===== src/rtl/sar_pkg.sv =====
// rtl/sar_pkg.sv - shared types and constants for the SAR ADC control logic
package sar_pkg;

    typedef enum logic [1:0] {
        IDLE   = 2'd0,
        SAMPLE = 2'd1,
        CONV   = 2'd2,
        DONE   = 2'd3
    } sar_state_t;

    localparam int SAR_NBITS_DEF         = 10;
    localparam int SAR_SAMPLE_CYCLES_DEF = 4;

    // Width needed to count 0..n-1; never narrower than one bit.
    function automatic int sar_cnt_w(input int n);
        return (n < 2) ? 1 : $clog2(n);
    endfunction

endpackage


===== src/rtl/sar_ctrl.sv =====
// rtl/sar_ctrl.sv - successive-approximation FSM, sample timer and result register
module sar_ctrl
    import sar_pkg::*;
#(
    parameter int NBITS         = SAR_NBITS_DEF,
    parameter int SAMPLE_CYCLES = SAR_SAMPLE_CYCLES_DEF
) (
    input  logic             clk,
    input  logic             rst,
    input  logic             en,
    input  logic             soc,
    input  logic             cmp,
    output logic             sample,
    output logic             cmp_en,
    output logic [NBITS-1:0] dac_code,
    output logic [NBITS-1:0] data,
    output logic             eoc,
    output logic             busy
);

    localparam int CW = sar_cnt_w(SAMPLE_CYCLES);
    localparam int IW = sar_cnt_w(NBITS);

    localparam logic [CW-1:0]    CNT_LAST = CW'(SAMPLE_CYCLES - 1);
    localparam logic [IW-1:0]    IDX_TOP  = IW'(NBITS - 1);
    localparam logic [NBITS-1:0] MSB_TRY  = {1'b1, {(NBITS-1){1'b0}}};

    sar_state_t       state, state_n;
    logic [CW-1:0]    cnt, cnt_n;
    logic [IW-1:0]    idx, idx_n;
    logic             sample_n, cmp_en_n, eoc_n, busy_n;
    logic [NBITS-1:0] dac_n, data_n;

    // Register state and every output so nothing combinational leaves the block.
    always_ff @(posedge clk or posedge rst) begin
        if (rst) begin
            state    <= IDLE;
            cnt      <= '0;
            idx      <= IDX_TOP;
            sample   <= 1'b0;
            cmp_en   <= 1'b0;
            eoc      <= 1'b0;
            busy     <= 1'b0;
            dac_code <= '0;
            data     <= '0;
        end else begin
            state    <= state_n;
            cnt      <= cnt_n;
            idx      <= idx_n;
            sample   <= sample_n;
            cmp_en   <= cmp_en_n;
            eoc      <= eoc_n;
            busy     <= busy_n;
            dac_code <= dac_n;
            data     <= data_n;
        end
    end

    // Next-state and next-output decode; a dropped enable overrides everything but data.
    always_comb begin
        state_n  = state;
        cnt_n    = cnt;
        idx_n    = idx;
        sample_n = sample;
        cmp_en_n = cmp_en;
        eoc_n    = 1'b0;
        busy_n   = busy;
        dac_n    = dac_code;
        data_n   = data;

        case (state)
            IDLE: begin
                if (soc && en) begin
                    state_n  = SAMPLE;
                    sample_n = 1'b1;
                    busy_n   = 1'b1;
                    cnt_n    = '0;
                    dac_n    = '0;
                end
            end
            SAMPLE: begin
                cnt_n = cnt + 1'b1;
                if (cnt == CNT_LAST) begin
                    state_n  = CONV;
                    sample_n = 1'b0;
                    cmp_en_n = 1'b1;
                    cnt_n    = '0;
                    dac_n    = MSB_TRY;
                    idx_n    = IDX_TOP;
                end
            end
            CONV: begin
                // Keep the trial bit only if the input is strictly above the DAC level.
                dac_n[idx] = cmp;
                if (idx != '0) begin
                    dac_n[idx - 1'b1] = 1'b1;
                    idx_n             = idx - 1'b1;
                end else begin
                    state_n  = DONE;
                    data_n   = dac_n;
                    eoc_n    = 1'b1;
                    cmp_en_n = 1'b0;
                end
            end
            DONE: begin
                state_n = IDLE;
                busy_n  = 1'b0;
                idx_n   = IDX_TOP;
            end
            default: begin
                state_n = IDLE;
            end
        endcase

        if (!en && state != IDLE) begin
            state_n  = IDLE;
            sample_n = 1'b0;
            cmp_en_n = 1'b0;
            eoc_n    = 1'b0;
            busy_n   = 1'b0;
            dac_n    = '0;
            data_n   = data;
            cnt_n    = '0;
            idx_n    = IDX_TOP;
        end
    end

endmodule

===== config.mk =====
export PLATFORM = sky130hd
export DESIGN_NAME = sar_ctrl
export DESIGN_NICKNAME = d
export VERILOG_FILES = /design/src/rtl/sar_pkg.sv /design/src/rtl/sar_ctrl.sv
export SDC_FILE = /design/constraint.sdc
export NUM_CORES = 1
export LEC_CHECK = 0
export BUFFER_PORTS_ARGS = -buffer_cell sky130_fd_sc_hd__buf_4
export CAP_MARGIN = 20
export CORE_MARGIN = 2
export CORE_UTILIZATION = 56
export DETAILED_ROUTE_END_ITERATION = 6
export PLACE_DENSITY = 0.79
export SLEW_MARGIN = 20
export SYNTH_ARGS = -nofsm -noshare
export SYNTH_HDL_FRONTEND = slang
export SYNTH_SLANG_ARGS = --single-unit

===== constraint.sdc =====
create_clock -name clk -period 2.3 [get_ports clk]
set_input_delay 0.345 -clock clk [delete_from_list [all_inputs] [get_ports clk]]
set_output_delay 0.345 -clock clk [all_outputs]
set_load 0.005 [all_outputs]

==> results of run 1 <==
state kept, by name, indices dropped and copies added (netlist names):
| register | cells |
|---|---|
| dac_code | 10 |
| state | 2 |
| eoc | 1 |
| cnt | 2 |
| idx | 4 |
| busy | 1 |
| data | 10 |
| cmp_en | 1 |
| sample | 1 |
layout make-up:
type / count / area (um^2)
fillers: 311 / 1050
multi-input cells: 161 / 1020
flip-flops and latches: 32 / 803
repair buffers: 36 / 270
well taps: 46 / 57.6
clock buffers: 6 / 41.3
clock inverters: 2 / 35.0
inverters: 8 / 31.3
worst min-delay path, cell delays in order:
cell	delay, ns
buf_4	0.11
inv_1	0.04
buf_4	0.35
timing repair:
action / 4_1_cts / 5_1_grt
gates resized for setup: 0 / 1
endpoints found under the hold margin: 0 / 0
setup endpoints to repair: 0 / 1
hold buffers: 0 / 0
layout by cell type, fill, tap and decap left out, drive strengths merged, types with 6 or more instances in the layout:
cell type  Yosys  layout
inv            7       7
dfrtp         30      30
a21oi          6       6
nand2         39      39
clkbuf         2       6
buf            7      36
mux2i          8       8
nand3          6       6
o21ai         22      22
ha            10      10
mux2           6       6
nor2          14      14
cells by family after synthesis:
| kind of cell | after synthesis |
|---|---|
| AND/OR/NAND/NOR | 84 |
| AO/OA/AOI/OAI | 53 |
| flip-flops | 32 |
| buffers and inverters | 17 |
| multiplexers | 14 |
| adder cells (fa/ha/maj) | 10 |
Yosys cell counts (3+ instances only):
cell / n / area share, %
a31oi_1: 3 / 0.98
nor2_1: 13 / 2.6
o21ai_0: 14 / 3.7
and2_1: 4 / 1.3
a21oi_1: 6 / 1.6
ha_1: 10 / 6.5
dfrtp_1: 30 / 39
nand2_1: 39 / 7.7
inv_1: 7 / 1.4
buf_6: 3 / 1.8
o211ai_1: 5 / 2.0
nand3_1: 6 / 1.6
mux2_2: 5 / 2.9
nor2b_1: 4 / 1.3
mux2i_1: 8 / 4.2
nand2b_1: 4 / 1.3
o21ai_1: 8 / 2.1
buf_2: 4 / 1.0
nor3_1: 3 / 0.79
how the worst max path moves through the flow:
stage                              start                   to  slack, ns
CTS                 state[1]$_DFFE_PP0P_   cmp_en$_DFFE_PP0P_       0.17
floorplan             idx[1]$_DFFE_PP0P_  data[2]$_DFFE_PP0P_       0.28
finish              state[1]$_DFFE_PP0P_   cmp_en$_DFFE_PP0P_       0.21
global placement      idx[1]$_DFFE_PP0P_  data[2]$_DFFE_PP0P_       0.31
detailed placement  state[1]$_DFFE_PP0P_   cmp_en$_DFFE_PP0P_       0.15
global route        state[1]$_DFFE_PP0P_   cmp_en$_DFFE_PP0P_      -0.05
routing by layer:
layer	wire length, um	up-vias
met4	71	0
met3	175	8
met2	2060	47
li1	-	813
met1	1900	798
met5	0	-
stage by stage:
stage	cell area (um^2)	setup slack, ns
6_report	2260	0.208
5_1_grt	2260	-0.0495
4_1_cts	2250	0.169
3_5_place_dp	2180	0.146
3_3_place_gp	2180	0.311
2_1_floorplan	1910	0.281
power by group:
part | total (mW) | internal, mW | switching, mW
registers | 0.775 | 0.669 | 0.106
clock network | 0.419 | 0.228 | 0.191
logic | 1.13 | 0.467 | 0.661
total | 2.32 | 1.36 | 0.958
==> impl_results.md, run 1 <==
* Outcome: finished clean
* Type of the worst min-delay path: in -> async
* GPL Wtd Cong at 0.910
* Synthesized flop and latch total at 32
* Setup crit start kind: flip-flop
* Core Region at 3310 um^2
* # IOs at 29
* Rel. slew slack at 47.3%
* Crit path max-delay family: compound AO/OA/AOI/OAI gates
* Routed vias at 1666
* WP buf/inv at 2
* R2R Path End: cmp_en$_DFFE_PP0P_
* Final TNS setup at 0 ns
* Actual slew at the worst max-slew pin at 0.786 ns
* Synthesized cell area at 1910 um^2
* Clk_skew at 0.00783 ns
* Clock buffer count from CTS at 5
* Initial core utilization at 57.7%
* CTS tree: yes
* Most used DFF post-synth: dfrtp_1
* Clock Latency Late Sink at 0.33 ns
* Synth Area in XOR/XNOR at 0%
* # rows at 21
* Clock sinks at 32
* R2r setup slk at 0.21 ns
* Root buffer cell: clkbuf_4
* Leak pwr at 1.11 nW
* Antenna Violating Nets Remaining at 0
* TritonRoute pass-1 iters at 4
* First-pass GRT wire length at 7.03 mm
* Die Y at 62.4 um
* DP HPWL at 3.15 mm
* Final Hold Fails at 0
* GRT Max-Usage Layer: met2
* H-tree depth at 2
* Register area share after synthesis at 42.0%
* CP Capture Type: flip-flop
* Largest family of logic cells by synthesized area: simple AND/OR/NAND/NOR gates
* Met1 usage at 29.9%
* Residual DRC at 0
* # placed instances at 283
* Area share of fa/ha/maj cells after synthesis at 6.54%
* Kind of critical path: reg -> reg
* Min Hold Slack at 0.0922 ns
* WP data required at 2.49 ns
* Ys async rst share at 100%
* Worst path depth at 8
* Die W at 62.4 um
* Ant. Diodes at 0
* Pin count of the biggest net entering global routing at 33
* Core Util, Final at 68.1%
* Mapped Cells at 210
* Post-synth net total at 225
* Non-filler cells in the finished layout at 291
* Final setup violation count at 0
* Post-synthesis compound-gate area fraction at 17.7%
* Ys Warns at 0
* Layout Area Growth over Synthesis at 18.0%
* Met2 usage at 37.9%
* Post-synth EDFFs at 0
* Routed wire length at 4.21 mm
* Clk buf depth at 2
* Clock Pin Slew Worst Setup and Hold Paths at 0.10 ns
* Power density over the cells at 1030 nW/um^2
* Worst-path cell chain: inv_1, ha_1, nor2b_1, buf_4, o22ai_1, a31oi_1, nor2_1, a2111oi_1
* Final net count at 259
* Post-Syn Area per Cell at 9.10 um^2
* Fmax at 0.478 GHz
* R2R cell count at 8
* Grt met3 use at 5.41%
* Arr. time, crit path at 2.28 ns
* Port Buffers at 28
* Overall power at 2.32 mW
* Fraction of the mapped netlist area in simple logic gates at 21.0%
* Period minus WS final at 2.09 ns
* Post-CTS Setup Bufs at 0
* Max-cap violation count at 0
* Slew Viols, Final at 0
* Wire per inst at 14.5 um
* Post-synthesis mux area share at 7.92%
* CP peak stage delay at 0.44 ns
* Slowest CP cell: dfrtp_1
* Crit path max fanout at 6
* Antenna violations before repair at 0
* Worst VDD drop at 0.700 mV
* Tcrit/Tclk final at 91.0%
* GR Util All Layers at 23.0%
* 1st-iter DRT viols at 132
* GRT overflow at 0
* Die area at 3900 um^2
* Via density at 5.73
* Share of cells above drive strength 1 at 23.3%
* RR Startpoint: state[1]$_DFFE_PP0P_
* Synth cell types at 47
* Vias in the first global route at 1504
No activity file was read; power rests on OpenSTA's default activity.
==> inputs of run 2 (changes only) <==
CORE_UTILIZATION = 35   (was 56)
PLACE_DENSITY = unset   (was 0.79)
==> impl_results.md, run 2 (same netlist as run 1, synthesis figures left out) <==
* Outcome: finished clean
* First-pass GRT wire length at 7.67 mm
* Arr. time, crit path at 2.28 ns
* Type of the worst min-delay path: in -> async
* Worst-path cell chain: inv_1, ha_2, a21boi_0, a21oi_1, o31ai_2, mux2i_1, o211ai_1
* Setup slack after layout at 0.183 ns
* Final setup violation count at 0
* Psw at 0.998 mW
* WP buf/inv at 1
* CP Capture Type: flip-flop
* 1st-iter DRT viols at 107
* Share of cells above drive strength 1 at 23.6%
* Routed wire length at 4.51 mm
* Final net count at 256
* Die Y at 77.9 um
* Core Region at 5200 um^2
* Commonest non-fill, non-tap cell in the layout: nand2_1
* Cts repair resizes at 0
* Comb power frac at 45.5%
* Wire per inst at 14.5 um
* Clock sinks at 32
* TritonRoute pass-1 iters at 4
* Root buffer cell: clkbuf_8
* Clk buf depth at 2
* Via density at 5.16
* Setup crit start kind: flip-flop
* Crit path max-delay family: compound AO/OA/AOI/OAI gates
* CP peak stage delay at 0.44 ns
* Hold buffers post-CTS at 0
* GRT overflow at 0
* Slew Viols, Final at 0
* Biggest regs: dac_code: 10 flops, data: 10 flops, idx: 4 flops
* Core Util, Final at 44.2%
* Fillers at 533
* # rows at 26
* Pin count of the biggest net entering global routing at 33
* Pre-CTS setup slack at 0.153 ns
* GR Util All Layers at 15.8%
* Crit path max fanout at 13
* CTS tree: yes
* Ant. Diodes at 0
* GPL Wtd Cong at 0.822
* Routed vias at 1611
* # IOs at 29
* Final TNS setup at 0 ns
* Fmax at 0.472 GHz
* Kind of critical path: reg -> reg
* Clock Latency Late Sink at 0.29 ns
* Period minus WS final at 2.12 ns
* Share of power burned in registers at 31.8%
* Port Buffers at 28
* H-tree depth at 2
* Layout Area Growth over Synthesis at 20.4%
* WP data required at 2.47 ns
* Post-route cell area at 2300 um^2
* Initial core utilization at 36.7%
* Rel. slew slack at 49.3%
* Worst VDD drop at 0.629 mV
* DP HPWL at 3.30 mm
* Clk_skew at 0.0119 ns
* Clock Pin Slew Worst Setup and Hold Paths at 0.08 ns
* Slowest CP cell: dfrtp_1
* Die area at 6070 um^2
* Leak pwr at 1.11 nW
* Antenna Violating Nets Remaining at 0
* Final Hold Fails at 0
* Vias in the first global route at 1616
* Tcrit/Tclk final at 92.0%
* Actual slew at the worst max-slew pin at 0.756 ns
* Max-cap violation count at 0
* Clock buffer count from CTS at 5
* Antenna violations before repair at 0
* Min Hold Slack at 0.131 ns
* Post-CTS Setup Bufs at 0
* Power density over the cells at 1060 nW/um^2
* P_int at 1.43 mW
* Unrepaired setup endpoints after global routing: false
* Die W at 77.9 um
* Residual DRC at 0
* Sw frac at 41.1%
* Clock power frac at 22.7%
* Placed instance area at 2190 um^2
* Most frequent cells in the layout: nand2_1, buf_4, dfrtp_1, o21ai_0, nor2_1
-- run 2: worst register-to-register path: stages, from the launching register on --
cell and delay, ns:
dfrtp_1 0.44, inv_1 0.14, ha_2 0.34, a21boi_0 0.32, a21oi_1 0.16, o31ai_2 0.23
mux2i_1 0.27, o211ai_1 0.10
-- run 2: layer usage --
layer	GRT usage [%]	share of wire, %
met5	0	0
met4	4.56	1.2
met3	3.49	4.5
met2	26.7	48
met1	20.3	46
-- run 2: worst paths after layout --
kind	from	end	slack [ns]	cells after the start
max in group asynchronous	rst	idx[0]$_DFFE_PP1P_	1.82	3
min in group clk	cmp	data[0]$_DFFE_PP0P_	0.41	2
worst max-delay path	state[0]$_DFFE_PP0P_	dac_code[9]$_DFFE_PP0P_	0.18	7
worst max register to register	state[0]$_DFFE_PP0P_	dac_code[9]$_DFFE_PP0P_	0.18	7
worst min-delay path	rst	data[9]$_DFFE_PP0P_	0.13	3
worst min register to register	cnt[1]$_DFFE_PP0P_	cnt[1]$_DFFE_PP0P_	0.48	2
-- run 2: cell type report --
cell class | count | area [um^2] | share of cell area (%)
sequential | 32 | 803 | 34.9
tap | 70 | 87.6 | 3.80
timing repair buffer | 33 | 248 | 10.8
clock buffer | 5 | 68.8 | 2.99
clock inverter | 3 | 42.5 | 1.85
inverter | 8 | 31.3 | 1.36
multi-input combinational | 161 | 1020 | 44.3
-- run 2: stage by stage --
stage / instances / total power, mW
after floorplan: 210 / 1.54
after global placement: 304 / 1.86
after detailed placement: 304 / 1.86
after CTS: 312 / 2.42
after global routing: 312 / 2.61
final: 312 / 2.43
-- run 2: power by group through the flow --
stage | logic (mW) | clock network, mW | registers, mW
final | 1.11 | 0.551 | 0.773
after CTS | 1.09 | 0.561 | 0.774
after detailed placement | 1.08 | 0 | 0.785
after floorplan | 0.792 | 0 | 0.753
after global routing | 1.23 | 0.590 | 0.791
after global placement | 1.08 | 0 | 0.782
